## src/rtl/vga_timing_pkg.sv

```systemverilog
// Timing constants, widths and derivation helpers for the VGA frame controller.
package vga_timing_pkg;

    typedef struct packed {
        int active;
        int fp;
        int sync;
        int bp;
    } axis_timing_t;

    localparam axis_timing_t H_TIMING = '{active: 640, fp: 16, sync: 96, bp: 48};
    localparam axis_timing_t V_TIMING = '{active: 480, fp: 10, sync: 2, bp: 33};

    localparam int PIX_DIV = 4;
    localparam int SCALE   = 5;
    localparam int ADDR_W  = 14;
    localparam int DATA_W  = 3;
    localparam int IDX_W   = ADDR_W / 2;
    localparam int CNT_W   = 10;
    localparam int SUB_W   = $clog2(SCALE);
    localparam int PH_W    = $clog2(PIX_DIV);

    typedef logic [ADDR_W-1:0] fb_addr_t;
    typedef logic [DATA_W-1:0] pixel_t;

    function automatic int axis_total(input axis_timing_t t);
        return t.active + t.fp + t.sync + t.bp;
    endfunction

    function automatic int sync_first(input axis_timing_t t);
        return t.active + t.fp;
    endfunction

    function automatic int sync_last(input axis_timing_t t);
        return t.active + t.fp + t.sync - 1;
    endfunction

    localparam int H_TOTAL = axis_total(H_TIMING);
    localparam int V_TOTAL = axis_total(V_TIMING);

endpackage

```

## src/rtl/vga_frame_ctrl_if.sv

```systemverilog
// Video, frame-buffer and host-write signals of the VGA frame controller.
interface vga_frame_ctrl_if;
    import vga_timing_pkg::*;

    logic     hsync;
    logic     vsync;
    logic     display_time;
    logic     frame_start;
    pixel_t   rgb;
    fb_addr_t mem_addr;
    logic     mem_we;
    pixel_t   mem_wdata;
    pixel_t   mem_rdata;
    logic     wr_req;
    fb_addr_t wr_addr;
    pixel_t   wr_data;
    logic     wr_ack;

    modport master (
        output hsync, vsync, display_time, frame_start, rgb,
        output mem_addr, mem_we, mem_wdata, wr_ack,
        input  mem_rdata, wr_req, wr_addr, wr_data
    );

    modport slave (
        input  hsync, vsync, display_time, frame_start, rgb,
        input  mem_addr, mem_we, mem_wdata, wr_ack,
        output mem_rdata, wr_req, wr_addr, wr_data
    );

endinterface

```

## src/rtl/vga_axis_counter.sv

```systemverilog
// One timing axis: position counter with wrap pulse, plus a scaled frame-buffer
// index that advances once per SCALE positions inside the active region.
module vga_axis_counter
    import vga_timing_pkg::*;
(
    input  logic             clk,
    input  logic             reset,
    input  logic             en_i,
    input  logic [CNT_W-1:0] term_i,
    input  logic [CNT_W-1:0] active_i,
    output logic [CNT_W-1:0] pos_o,
    output logic             wrap_o,
    output logic [IDX_W-1:0] idx_o
);

    logic [CNT_W-1:0] pos_q, pos_d;
    logic [IDX_W-1:0] idx_q, idx_d;
    logic [SUB_W-1:0] sub_q, sub_d;
    logic             wrap;

    assign wrap = en_i && (pos_q == term_i);

    always_comb begin
        // NOTE: defaults first so every path assigns every signal; no latch is inferred.
        pos_d = pos_q;
        idx_d = idx_q;
        sub_d = sub_q;
        if (wrap) begin
            pos_d = '0;
            idx_d = '0;
            sub_d = '0;
        end else if (en_i) begin
            pos_d = pos_q + CNT_W'(1);
            if (pos_q < active_i) begin
                if (sub_q == SUB_W'(SCALE - 1)) begin
                    sub_d = '0;
                    idx_d = idx_q + IDX_W'(1);
                end else begin
                    sub_d = sub_q + SUB_W'(1);
                end
            end
        end
    end

    // NOTE: registers use <= so every flop samples the pre-edge values of its peers.
    always_ff @(posedge clk) begin
        if (reset) begin
            pos_q <= '0;
            idx_q <= '0;
            sub_q <= '0;
        end else begin
            pos_q <= pos_d;
            idx_q <= idx_d;
            sub_q <= sub_d;
        end
    end

    assign pos_o  = pos_q;
    assign wrap_o = wrap;
    assign idx_o  = idx_q;

endmodule

```

## src/rtl/vga_frame_ctrl.sv

```systemverilog
// 640x480 VGA timing generator with 5x-scaled frame-buffer fetch and a host
// write port that is granted every clock except the display fetch slot.
module vga_frame_ctrl
    import vga_timing_pkg::*;
#(
    parameter axis_timing_t H_T = H_TIMING,
    parameter axis_timing_t V_T = V_TIMING
) (
    input  logic              clk,
    input  logic              reset,
    vga_frame_ctrl_if.master  bus
);

    localparam logic [PH_W-1:0]  PH_LAST  = PH_W'(PIX_DIV - 1);
    localparam logic [CNT_W-1:0] H_TERM   = CNT_W'(axis_total(H_T) - 1);
    localparam logic [CNT_W-1:0] V_TERM   = CNT_W'(axis_total(V_T) - 1);
    localparam logic [CNT_W-1:0] H_ACT    = CNT_W'(H_T.active);
    localparam logic [CNT_W-1:0] V_ACT    = CNT_W'(V_T.active);
    localparam logic [CNT_W-1:0] HS_FIRST = CNT_W'(sync_first(H_T));
    localparam logic [CNT_W-1:0] HS_LAST  = CNT_W'(sync_last(H_T));
    localparam logic [CNT_W-1:0] VS_FIRST = CNT_W'(sync_first(V_T));
    localparam logic [CNT_W-1:0] VS_LAST  = CNT_W'(sync_last(V_T));

    logic [PH_W-1:0]  ph_q, ph_d;
    logic             fetch_valid_q, fetch_valid_d;
    pixel_t           rgb_q, rgb_d;
    logic             pix_en, h_wrap, v_wrap;
    logic [CNT_W-1:0] h_cnt, v_cnt;
    logic [IDX_W-1:0] hpix, vpix;
    logic             display_time, fetch_slot, grant;

    assign pix_en = (ph_q == PH_LAST);

    vga_axis_counter u_h_axis (
        .clk      (clk),
        .reset    (reset),
        .en_i     (pix_en),
        .term_i   (H_TERM),
        .active_i (H_ACT),
        .pos_o    (h_cnt),
        .wrap_o   (h_wrap),
        .idx_o    (hpix)
    );

    vga_axis_counter u_v_axis (
        .clk      (clk),
        .reset    (reset),
        .en_i     (h_wrap),
        .term_i   (V_TERM),
        .active_i (V_ACT),
        .pos_o    (v_cnt),
        .wrap_o   (v_wrap),
        .idx_o    (vpix)
    );

    assign display_time = (h_cnt < H_ACT) && (v_cnt < V_ACT);
    assign fetch_slot   = (ph_q == '0) && display_time;
    // Display owns the RAM in its fetch slot; a write held there is granted one clk later.
    assign grant        = bus.wr_req && !fetch_slot && !reset;

    always_comb begin
        ph_d          = (ph_q == PH_LAST) ? '0 : ph_q + PH_W'(1);
        fetch_valid_d = fetch_slot;
        rgb_d         = rgb_q;
        if (ph_q == PH_W'(1)) begin
            rgb_d = fetch_valid_q ? bus.mem_rdata : '0;
        end
    end

    always_ff @(posedge clk) begin
        if (reset) begin
            ph_q          <= '0;
            fetch_valid_q <= 1'b0;
            rgb_q         <= '0;
        end else begin
            ph_q          <= ph_d;
            fetch_valid_q <= fetch_valid_d;
            rgb_q         <= rgb_d;
        end
    end

    assign bus.hsync        = !((h_cnt >= HS_FIRST) && (h_cnt <= HS_LAST));
    assign bus.vsync        = !((v_cnt >= VS_FIRST) && (v_cnt <= VS_LAST));
    assign bus.display_time = display_time;
    assign bus.frame_start  = v_wrap;
    assign bus.rgb          = rgb_q;
    assign bus.wr_ack       = grant;
    assign bus.mem_we       = grant;
    assign bus.mem_addr     = grant ? bus.wr_addr : {vpix, hpix};
    assign bus.mem_wdata    = grant ? bus.wr_data : '0;

endmodule

```

## src/flat_wrapper.sv

```systemverilog
// flat-port wrapper written by rule: the top's interface ports become plain ports
module vga_frame_ctrl_flat import vga_timing_pkg::*;
#(
    parameter axis_timing_t H_T = H_TIMING,
    parameter axis_timing_t V_T = V_TIMING
)
  (clk, reset, bus_hsync, bus_vsync, bus_display_time, bus_frame_start, bus_rgb, bus_mem_addr, bus_mem_we, bus_mem_wdata, bus_wr_ack, bus_mem_rdata, bus_wr_req, bus_wr_addr, bus_wr_data);
  vga_frame_ctrl_if bus_i ();
  input  logic clk;
  input  logic reset;
  output wire logic [$bits(bus_i.hsync)-1:0] bus_hsync;
  output wire logic [$bits(bus_i.vsync)-1:0] bus_vsync;
  output wire logic [$bits(bus_i.display_time)-1:0] bus_display_time;
  output wire logic [$bits(bus_i.frame_start)-1:0] bus_frame_start;
  output wire logic [$bits(bus_i.rgb)-1:0] bus_rgb;
  output wire logic [$bits(bus_i.mem_addr)-1:0] bus_mem_addr;
  output wire logic [$bits(bus_i.mem_we)-1:0] bus_mem_we;
  output wire logic [$bits(bus_i.mem_wdata)-1:0] bus_mem_wdata;
  output wire logic [$bits(bus_i.wr_ack)-1:0] bus_wr_ack;
  input wire logic [$bits(bus_i.mem_rdata)-1:0] bus_mem_rdata;
  input wire logic [$bits(bus_i.wr_req)-1:0] bus_wr_req;
  input wire logic [$bits(bus_i.wr_addr)-1:0] bus_wr_addr;
  input wire logic [$bits(bus_i.wr_data)-1:0] bus_wr_data;
  assign bus_hsync = bus_i.hsync;
  assign bus_vsync = bus_i.vsync;
  assign bus_display_time = bus_i.display_time;
  assign bus_frame_start = bus_i.frame_start;
  assign bus_rgb = bus_i.rgb;
  assign bus_mem_addr = bus_i.mem_addr;
  assign bus_mem_we = bus_i.mem_we;
  assign bus_mem_wdata = bus_i.mem_wdata;
  assign bus_wr_ack = bus_i.wr_ack;
  assign bus_i.mem_rdata = bus_mem_rdata;
  assign bus_i.wr_req = bus_wr_req;
  assign bus_i.wr_addr = bus_wr_addr;
  assign bus_i.wr_data = bus_wr_data;
  vga_frame_ctrl #(.H_T(H_T), .V_T(V_T)) u_core (.clk(clk), .reset(reset), .bus(bus_i));
endmodule
```

## config.mk

```make
export PLATFORM = sky130hd
export DESIGN_NAME = vga_frame_ctrl_flat
export DESIGN_NICKNAME = d
export VERILOG_FILES = /design/src/rtl/vga_timing_pkg.sv /design/src/rtl/vga_frame_ctrl_if.sv /design/src/rtl/vga_axis_counter.sv /design/src/rtl/vga_frame_ctrl.sv /design/src/flat_wrapper.sv
export SDC_FILE = /design/constraint.sdc
export NUM_CORES = 1
export LEC_CHECK = 0
export ABC_CLOCK_PERIOD_IN_PS = 3100
export CORE_MARGIN = 1.5
export CORE_UTILIZATION = 55
export CTS_BUF_LIST = sky130_fd_sc_hd__clkbuf_8
export CTS_CLUSTER_DIAMETER = 120
export DETAILED_ROUTE_END_ITERATION = 12
export PLACE_DENSITY = 0.81
export RECOVER_POWER = 25
export SYNTH_ARGS = -nofsm -noshare
export SYNTH_HDL_FRONTEND = slang
export SYNTH_HIERARCHICAL = 1
export SYNTH_SLANG_ARGS = --single-unit
```

## constraint.sdc

```tcl
create_clock -name clk -period 3.1 [get_ports clk]
set_clock_uncertainty 0.05 [all_clocks]
set_input_delay 0.465 -clock clk [delete_from_list [all_inputs] [get_ports clk]]
set_output_delay 0.465 -clock clk [all_outputs]
set_load 0.05 [all_outputs]
```

==> out/metrics.csv, run 1 <==
stage,metric,value,unit
pwr,power.internal,0.946,mW
cells_and_area,layout_commonest_cell,dfxtp_1,
global_route,grt_pass1_vias,2529,
setup_path,r2r-end,u_core/u_v_axis/pos_o[3],
cts,tritoncts,done,
floorplanning,coreArea,5510,sq um
detailed_routing,ant_nets,0,
setup_path,critical_path_class,reg2out,
detailed_routing,vias,2606,
detailed_routing,dr.first_iter.drc_count,125,
sta,fin_crit_sh,90.7,%
setup_path,endpoint,bus_frame_start,
detailed_routing,wl_per_cell,12.3,microns
cells_and_area,areaGrowthSynthToFinish,28.2,%
setup_path,rrSetupSlack,570,ps
sta,tightest_slew,1130,ps
logic_synthesis,synth_seq_cells,46,
cells_and_area,antenna_cells,0,
setup_path,cp_data_arrival_time,2300,ps
pwr,p_per_area,321,nW/um^2
cells_and_area,fillCellCount,417,
pwr,ir_worst_vdd,308,uV
cells_and_area,post_route_cells_drive_above_1_share,13.4,%
pwr,p_seq_share,47.2,%
sta,rsz0062_at_grt,no,
sta,setup_violations,0,
cts,post_cts_buffers,0,
setup_path,reg2reg_depth,8,
cts,post_cts_resized,0,
setup_path,crit_path_start,u_core/u_h_axis/pos_o[2],
detailed_routing,viasPerCell,5.09,
cts,hold_buffers,0,
pwr,power_switching,0.340,mW
floorplanning,pin_count,49,
floorplanning,placementRows,27,
job,cap_violations,0,
floorplanning,dieArea,6140,sq um
pwr,pwr-share-clk,34.8,%
setup_path,crit_path_max_fanout,7,
global_route,antenna_found_initial,0,
cts,htree_levels,2,
floorplanning,die_h,78.4,microns
cts,path_clk_slew,90,ps
setup_path,worst_setup_path_start_kind,flip-flop,
sta,final.min_clock_period,2810,ps
global_route,grt_use_total,22.1,%
detailed_routing,totalWireLength,6.30,mm
status,status,finished clean,
cells_and_area,nNetsFinal,491,
global_route,grt_pass1_wl,11.0,mm
cts,cts-root-buf,clkbuf_8,
logic_synthesis,synth_cell_type_count,44,
cts,ctsLongestPathBuffers,2,
global_route,grt_max_degree,21,
placement,dp_hpwl,4.78,mm
cts,clk_latency,300,ps
logic_synthesis,ys_seq_area_share,29.5,%
cts,cts.sink_count,46,
logic_synthesis,synth_area_leaders,"dfxtp_1 29%, ha_1 12%, xnor2_1 10%",
sta,fmax,0.356,GHz
logic_synthesis,synth_area_leader_cell,dfxtp_1,
logic_synthesis,yosysTopAreaCellShare,29.5,%
global_route,gr-total-overflow,0,
sta,relSlewSlack,24.8,%
floorplanning,die_w,78.4,microns
detailed_routing,remaining_drc_errors,0,
setup_path,cp-end-kind,output pin,
cells_and_area,final_cell_mix,"46 x dfxtp_1, 45 x nor2_1, 40 x conb_1, 36 x xnor2_1, 30 x inv_1",
placement,port_buffers,48,
floorplanning,start_util,56.8,%
sta,setup_tns,0,ps
setup_path,cp.required,2580,ps
detailed_routing,first_pass_iters,4,
setup_path,r2r-start,u_core/u_h_axis/pos_o[2],
pwr,power.share.combinational,18.0,%
placement,gp_congestion,0.818,
logic_synthesis,synth_area,3130,sq um
cells_and_area,final_util,72.8,%
min_path,hold_class,reg2reg,
logic_synthesis,yosys_warnings,6,
logic_synthesis,avgSynthCellArea,8.83,sq um
sta,slew_violations,0,
sta,hold_viol_final,0,
logic_synthesis,syn_inst,354,
pwr,p_sw_share,26.5,%
pwr,leakagePower,1.58,nW
cts,cts_buffers,5,
cells in the mapped netlist, drive strengths merged:
| cell | instances |
|---|---|
| dfxtp | 46 |
| nor2 | 45 |
| xnor2 | 36 |
| ha | 29 |
| inv | 29 |
| nand4 | 19 |
| mux2 | 14 |
| nand2 | 14 |
| nand3 | 12 |
| xor2 | 12 |
| a21oi | 11 |
| o21ai | 9 |
| clkbuf | 8 |
| mux2i | 8 |
| nor3 | 8 |
| a2111oi | 6 |
| a211oi | 6 |
| nand2b | 6 |
| buf | 4 |
| nand3b | 4 |
| a41oi | 3 |
| and2 | 3 |
| a211o | 2 |
| a21bo | 2 |
| a31oi | 2 |
| and4 | 2 |
| conb | 2 |
| nor2b | 2 |
| o2111ai | 2 |
| o211ai | 2 |
| or2 | 2 |
| nor3b | 1 |
| nor4 | 1 |
| nor4bb | 1 |
| o21a | 1 |
power by group through the flow:
stage / Clock, mW / Sequential [mW] / Combinational [mW]
2_1_floorplan: 0 / 0.624 / 0.144
3_3_place_gp: 0 / 0.620 / 0.226
3_5_place_dp: 0 / 0.621 / 0.231
4_1_cts: 0.457 / 0.607 / 0.232
5_1_grt: 0.484 / 0.608 / 0.250
6_report: 0.448 / 0.607 / 0.231
metal layers:
layer  up-vias  GRT usage (%)  wire (microns)
met5         -              0               0
met4         0           7.68              58
met3         7           4.07             144
met2        25           39.0            3180
met1      1218           26.9            2910
li1       1356              -               -
metrics by stage:
step	total power [mW]	setup WS, ps	std cells	hold slack, ps	cell area, sq um
3_3_place_gp	0.847	505	504	403	3910
3_5_place_dp	0.852	469	504	412	3910
5_1_grt	1.34	62.2	512	435	4010
6_report	1.29	288	512	422	4010
4_1_cts	1.30	265	512	426	4020
2_1_floorplan	0.768	8.19	392	402	3270
worst max-delay path: stages (launching register included):
cell and delay, ps:
dfxtp_1 470, xnor2_1 180, nand3_1 100, nor3_1 330, buf_4 230, nand4_1 90, nor3_1 390, buf_12 200
flip-flops by register name (all words and copies together) (netlist names):
| name | flops |
|---|---|
| u_core/ph_q | 2 |
| u_core/fetch_valid_q | 1 |
| u_core/u_h_axis/pos_o | 10 |
| u_core/u_v_axis/pos_o | 10 |
| u_core/u_h_axis/sub_q | 3 |
| u_core/bus.rgb | 3 |
| u_core/u_v_axis/idx_o | 7 |
| u_core/u_v_axis/sub_q | 3 |
| u_core/u_h_axis/idx_o | 7 |
cell families after synthesis:
logic type	after synthesis	share of synthesized area, %
AND/OR/NAND/NOR	120	19.5
other	2	0.240
adder cells (fa/ha/maj)	29	11.6
XOR/XNOR	48	13.5
buffers and inverters	41	5.48
flip-flops	46	29.5
multiplexers	22	8.33
AO/OA/AOI/OAI	46	11.9
final cells by class:
class | count | area (sq um) | area share, %
inverters | 29 | 109 | 2.72
repair buffers | 52 | 607 | 15.1
clock buffers | 5 | 68.8 | 1.72
well taps | 72 | 90.1 | 2.25
clock inverters | 3 | 41.3 | 1.03
multi-input cells | 305 | 2170 | 54.2
flip-flops and latches | 46 | 921 | 23.0
worst min-delay path by stage:
stage                         to               from  slack [ps]  depth (start not counted)
6_report       u_core/bus.rgb[2]  u_core/bus.rgb[2]         420                          2
2_1_floorplan     u_core/ph_q[0]     u_core/ph_q[0]         400                          1
5_1_grt        u_core/bus.rgb[2]  u_core/bus.rgb[2]         440                          2
4_1_cts        u_core/bus.rgb[0]  u_core/bus.rgb[0]         430                          2
3_5_place_dp   u_core/bus.rgb[0]  u_core/bus.rgb[0]         410                          2
3_3_place_gp   u_core/bus.rgb[0]  u_core/bus.rgb[0]         400                          2
Note: power is estimated with default switching activity, not from simulation.
==> run 2: changes to the inputs <==
--- a/config.mk
+++ b/config.mk
@@ -11,7 +11,7 @@
 export CTS_BUF_LIST = sky130_fd_sc_hd__clkbuf_8
 export CTS_CLUSTER_DIAMETER = 120
 export DETAILED_ROUTE_END_ITERATION = 12
-export PLACE_DENSITY = 0.81
+export PLACE_DENSITY_LB_ADDON = 0.05
 export RECOVER_POWER = 25
 export SYNTH_ARGS = -nofsm -noshare
 export SYNTH_HDL_FRONTEND = slang
==> out/metrics.csv, run 2 (synthesized netlist as in run 1, its figures left out) <==
stage,metric,value,unit
sta,tightest_slew,1130,ps
setup_path,cp.required,3200,ps
floorplanning,die_w,78.4,microns
cts,htree_levels,2,
global_route,grt_max_degree,21,
detailed_routing,ant_nets,0,
placement,gp_congestion,0.785,
setup_path,max_stage_delay,900,ps
cts,ctsLongestPathBuffers,2,
cts,tritoncts,done,
setup_path,crit_buf_inv,1,
setup_path,worst_setup_path_start_kind,flip-flop,
setup_path,path_cells,"xnor2_1, nand4_1, nor3_1, clkbuf_1, or2_0, nor2_1",
setup_path,path_delay_family,simple AND/OR/NAND/NOR gates,
global_route,antenna_found_initial,0,
cells_and_area,final_util,72.8,%
cells_and_area,final_cell_mix,"46 x dfxtp_1, 45 x nor2_1, 40 x conb_1, 36 x xnor2_1, 30 x inv_1",
cts,post_cts_resized,0,
sta,rsz0062_at_grt,no,
job,cap_violations,0,
cts,cts_buffers,5,
setup_path,crit_path_max_fanout,20,
placement,dp.cells,504,
detailed_routing,first_pass_iters,4,
floorplanning,pin_count,49,
cts,cts-root-buf,clkbuf_8,
cells_and_area,fillCellCount,451,
floorplanning,start_util,56.8,%
global_route,grt_pass1_wl,10.6,mm
detailed_routing,dr.first_iter.drc_count,56,
floorplanning,placementRows,27,
cts,clk_latency,300,ps
cells_and_area,nNetsFinal,491,
floorplanning,die_h,78.4,microns
floorplanning,dieArea,6140,sq um
setup_path,cp-end-kind,flip-flop,
min_path,hold_class,reg2reg,
sta,setup_violations,0,
cells_and_area,areaGrowthSynthToFinish,28.3,%
sta,slew_violations,0,
detailed_routing,vias,2581,
global_route,grt_use_total,21.2,%
sta,setup_tns,0,ps
detailed_routing,remaining_drc_errors,0,
cts,post_cts_buffers,0,
cells_and_area,antenna_cells,0,
cts,hold_buffers,0,
cells_and_area,post_route_cells_drive_above_1_share,13.4,%
sta,relSlewSlack,24.3,%
placement,port_buffers,48,
status,status,finished clean,
pwr,p_per_area,320,nW/um^2
sta,fin_crit_sh,89.8,%
cts,cts.sink_count,46,
cts,path_clk_slew,90,ps
setup_path,crit_slowest_cell,or2_0,
placement,dp_hpwl,4.81,mm
global_route,gr-total-overflow,0,
sta,hold_viol_final,0,
detailed_routing,viasPerCell,5.04,
pwr,total_power,1.28,mW
cells_and_area,layout_commonest_cell,dfxtp_1,
floorplanning,coreArea,5510,sq um
pwr,ir_worst_vdd,249,uV
detailed_routing,wl_per_cell,12.1,microns
setup_path,cp_data_arrival_time,2880,ps
sta,final.min_clock_period,2780,ps
sta,fmax,0.359,GHz
setup_path,critical_path_class,reg2reg,
global_route,grt_pass1_vias,2451,
pwr,leakagePower,1.59,nW
cells_and_area,instances_no_fill,512,
detailed_routing,totalWireLength,6.21,mm
==> run 2: cell types whose count changed in the layout (fill, tap and decap cells not counted) <==
cell             before  now
clkbuf_1              1    2
nand4_1              19   18
buf_4                11   10
clkdlybuf4s50_1      25   24
nand4_2               0    1
dlygate4sd3_1         3    4
==> run 2: metal layers <==
layer  vias up  GRT usage (%)  routed length (microns)
met5         -              0                        0
met4         0           5.18                       50
met3         4           3.60                      113
met2        19           39.9                     3210
met1      1204           24.8                     2840
li1       1354              -                        -
==> run 2: metrics by stage <==
stage / area, sq um / worst slack, ps / hold WS (ps)
final: 4010 / 316 / 416
after CTS: 4020 / 308 / 420
after global routing: 4010 / 111 / 459
after floorplan: 3270 / 8.19 / 402
after global placement: 3910 / 505 / 405
after detailed placement: 3910 / 476 / 408
==> run 2: tightest hold or removal path, stage by stage, from the launching register on <==
cell      delay, ps
dfxtp_1         310
nand2b_1         60
a21oi_1          50
==> run 2: final timing paths <==
path                                 start                       end  slack (ps)  cells after the start
setup / recovery  u_core/u_h_axis/pos_o[8]  u_core/u_h_axis/idx_o[3]         320                      6
hold / removal           u_core/bus.rgb[1]         u_core/bus.rgb[1]         420                      2
setup reg to reg  u_core/u_h_axis/pos_o[8]  u_core/u_h_axis/idx_o[3]         320                      6
hold reg to reg          u_core/bus.rgb[1]         u_core/bus.rgb[1]         420                      2
==> run 2: layout make-up <==
class / instances / area (sq um) / share of cell area, %
clock inverter: 3 / 41.3 / 1.03
tap: 72 / 90.1 / 2.25
inverter: 29 / 109 / 2.72
multi-input combinational: 305 / 2180 / 54.3
timing repair buffer: 52 / 603 / 15.0
sequential: 46 / 921 / 23.0
clock buffer: 5 / 68.8 / 1.72
==> run 2: power breakdown <==
group / switching [mW] / internal [mW]
clock network: 0.209 / 0.237
logic: 0.121 / 0.109
registers: 0.00748 / 0.599
==> run 3: changes to the inputs <==
--- a/config.mk
+++ b/config.mk
@@ -13,6 +13,8 @@
 export DETAILED_ROUTE_END_ITERATION = 12
 export PLACE_DENSITY_LB_ADDON = 0.05
 export RECOVER_POWER = 25
+export REMOVE_ABC_BUFFERS = 1
+export SETUP_SLACK_MARGIN = 0.2
 export SYNTH_ARGS = -nofsm -noshare
 export SYNTH_HDL_FRONTEND = slang
 export SYNTH_HIERARCHICAL = 1
==> out/metrics.csv, run 3 (synthesized netlist as in run 1, its figures left out) <==
stage,metric,value,unit
sta,rsz0062_at_grt,no,
setup_path,cp_data_arrival_time,2240,ps
cts,post_cts_buffers,0,
sta,fin_crit_sh,88.7,%
placement,gp_congestion,0.796,
floorplanning,die_h,78.4,microns
cts,hold_buffers,0,
cts,post_cts_resized,0,
detailed_routing,viasPerCell,5.18,
cells_and_area,fillCellCount,438,
sta,fin_ws,349,ps
cells_and_area,antenna_cells,0,
min_path,whs_path_depth,2,
cts,htree_levels,2,
setup_path,reg2reg_depth,6,
setup_path,rrSetupSlack,430,ps
cts,cts_buffers,5,
setup_path,r2r-start,u_core/u_h_axis/pos_o[7],
cells_and_area,regArea,921,sq um
placement,dp_hpwl,4.84,mm
detailed_routing,first_pass_iters,4,
global_route,grt_pass1_wl,11.1,mm
min_path,hold_class,reg2reg,
cells_and_area,final_cell_mix,"46 x dfxtp_1, 45 x nor2_1, 40 x conb_1, 36 x xnor2_1",
cells_and_area,areaGrowthSynthToFinish,29.4,%
cells_and_area,layout_commonest_cell,dfxtp_1,
sta,fmax,0.364,GHz
detailed_routing,dr.first_iter.drc_count,93,
status,status,finished clean,
global_route,grt_use_total,22.2,%
cells_and_area,instances_no_fill,512,
setup_path,cp-end-kind,output pin,
setup_path,crit_path_max_fanout,19,
sta,relSlewSlack,19.8,%
cts,ctsLongestPathBuffers,2,
pwr,leakagePower,1.61,nW
setup_path,r2r-end,u_core/u_h_axis/idx_o[2],
global_route,grt_max_degree,21,
placement,port_buffers,48,
setup_path,critical_path_class,in2out,
sta,slew_violations,0,
sta,tightest_slew,1200,ps
pwr,total_power,1.39,mW
global_route,gr-total-overflow,0,
cells_and_area,final_util,73.5,%
detailed_routing,remaining_drc_errors,0,
placement,pre_cts_ws,463,ps
pwr,p_per_area,343,nW/um^2
floorplanning,start_util,56.8,%
floorplanning,die_w,78.4,microns
cells_and_area,nNetsFinal,491,
floorplanning,dieArea,6140,sq um
global_route,grt_pass1_vias,2538,
sta,final.min_clock_period,2750,ps
detailed_routing,vias,2650,
cts,cts.sink_count,46,
detailed_routing,ant_nets,0,
min_path,hold_start,u_core/bus.rgb[1],
setup_path,worst_setup_path_start_kind,primary input,
cts,tritoncts,done,
job,cap_violations,0,
setup_path,cp.required,2580,ps
cts,cts-root-buf,clkbuf_8,
detailed_routing,wl_per_cell,12.5,microns
global_route,antenna_found_initial,0,
floorplanning,coreArea,5510,sq um
cells_and_area,multi_input_area,2180,sq um
detailed_routing,totalWireLength,6.38,mm
floorplanning,pin_count,49,
cts,path_clk_slew,80,ps
placement,dp.cells,504,
floorplanning,placementRows,27,
sta,hold_viol_final,0,
sta,setup_tns,0,ps
cells_and_area,post_route_cells_drive_above_1_share,13.9,%
sta,setup_violations,0,
cts,clk_latency,290,ps
min_path,whs_endpoint,u_core/bus.rgb[1],
pwr,ir_worst_vdd,268,uV
==> run 3: changes by cell type in the layout (fill, tap and decap cells not counted), sizes merged <==
cell	delta
clkinvlp	-1
bufinv	+1
inv	-1
buf	+1
==> run 3: worst max-delay path, cell delays in order <==
cell and delay (ps):
dlygate4sd3_1 550, nand2b_4 150, a41oi_4 160, buf_4 330, mux2_2 380, buf_4 190
==> run 3: metal layers <==
layer	vias to the layer above	routed length [microns]	track usage [%]
li1	1357	-	-
met1	1252	2860	26.8
met2	36	3300	40.6
met3	5	167	3.37
met4	0	46	5.89
met5	-	0	0
==> run 3: per-stage QoR <==
step / hold WS, ps / cell area (sq um)
after floorplan: 402 / 3210
after global placement: 403 / 3910
after detailed placement: 418 / 3910
after CTS: 431 / 4050
after global routing: 449 / 4050
final: 422 / 4050
==> run 3: power breakdown <==
part	total (mW)	switching (mW)	internal (mW)
registers	0.607	0.00777	0.599
clock network	0.549	0.205	0.344
logic	0.233	0.123	0.109
==> run 3: cell type report <==
type | count | area share (%)
clock buffer | 6 | 2.04
clock inverter | 2 | 1.48
multi-input combinational | 305 | 53.8
timing repair buffer | 52 | 15.0
sequential | 46 | 22.8
tap | 72 | 2.23
inverter | 29 | 2.69
==> run 3: how the worst max path moves through the flow <==
stage,from,endpoint,slack [ps],depth (start not counted)
2_1_floorplan,u_core/ph_q[0],u_core/u_v_axis/idx_o[0],-210,7
3_3_place_gp,bus_wr_req,bus_mem_addr[13],500,6
3_5_place_dp,bus_wr_req,bus_mem_addr[3],460,6
4_1_cts,u_core/u_h_axis/pos_o[9],bus_frame_start,360,6
5_1_grt,u_core/u_h_axis/pos_o[7],bus_frame_start,200,6
6_report,reset,bus_mem_addr[3],350,6
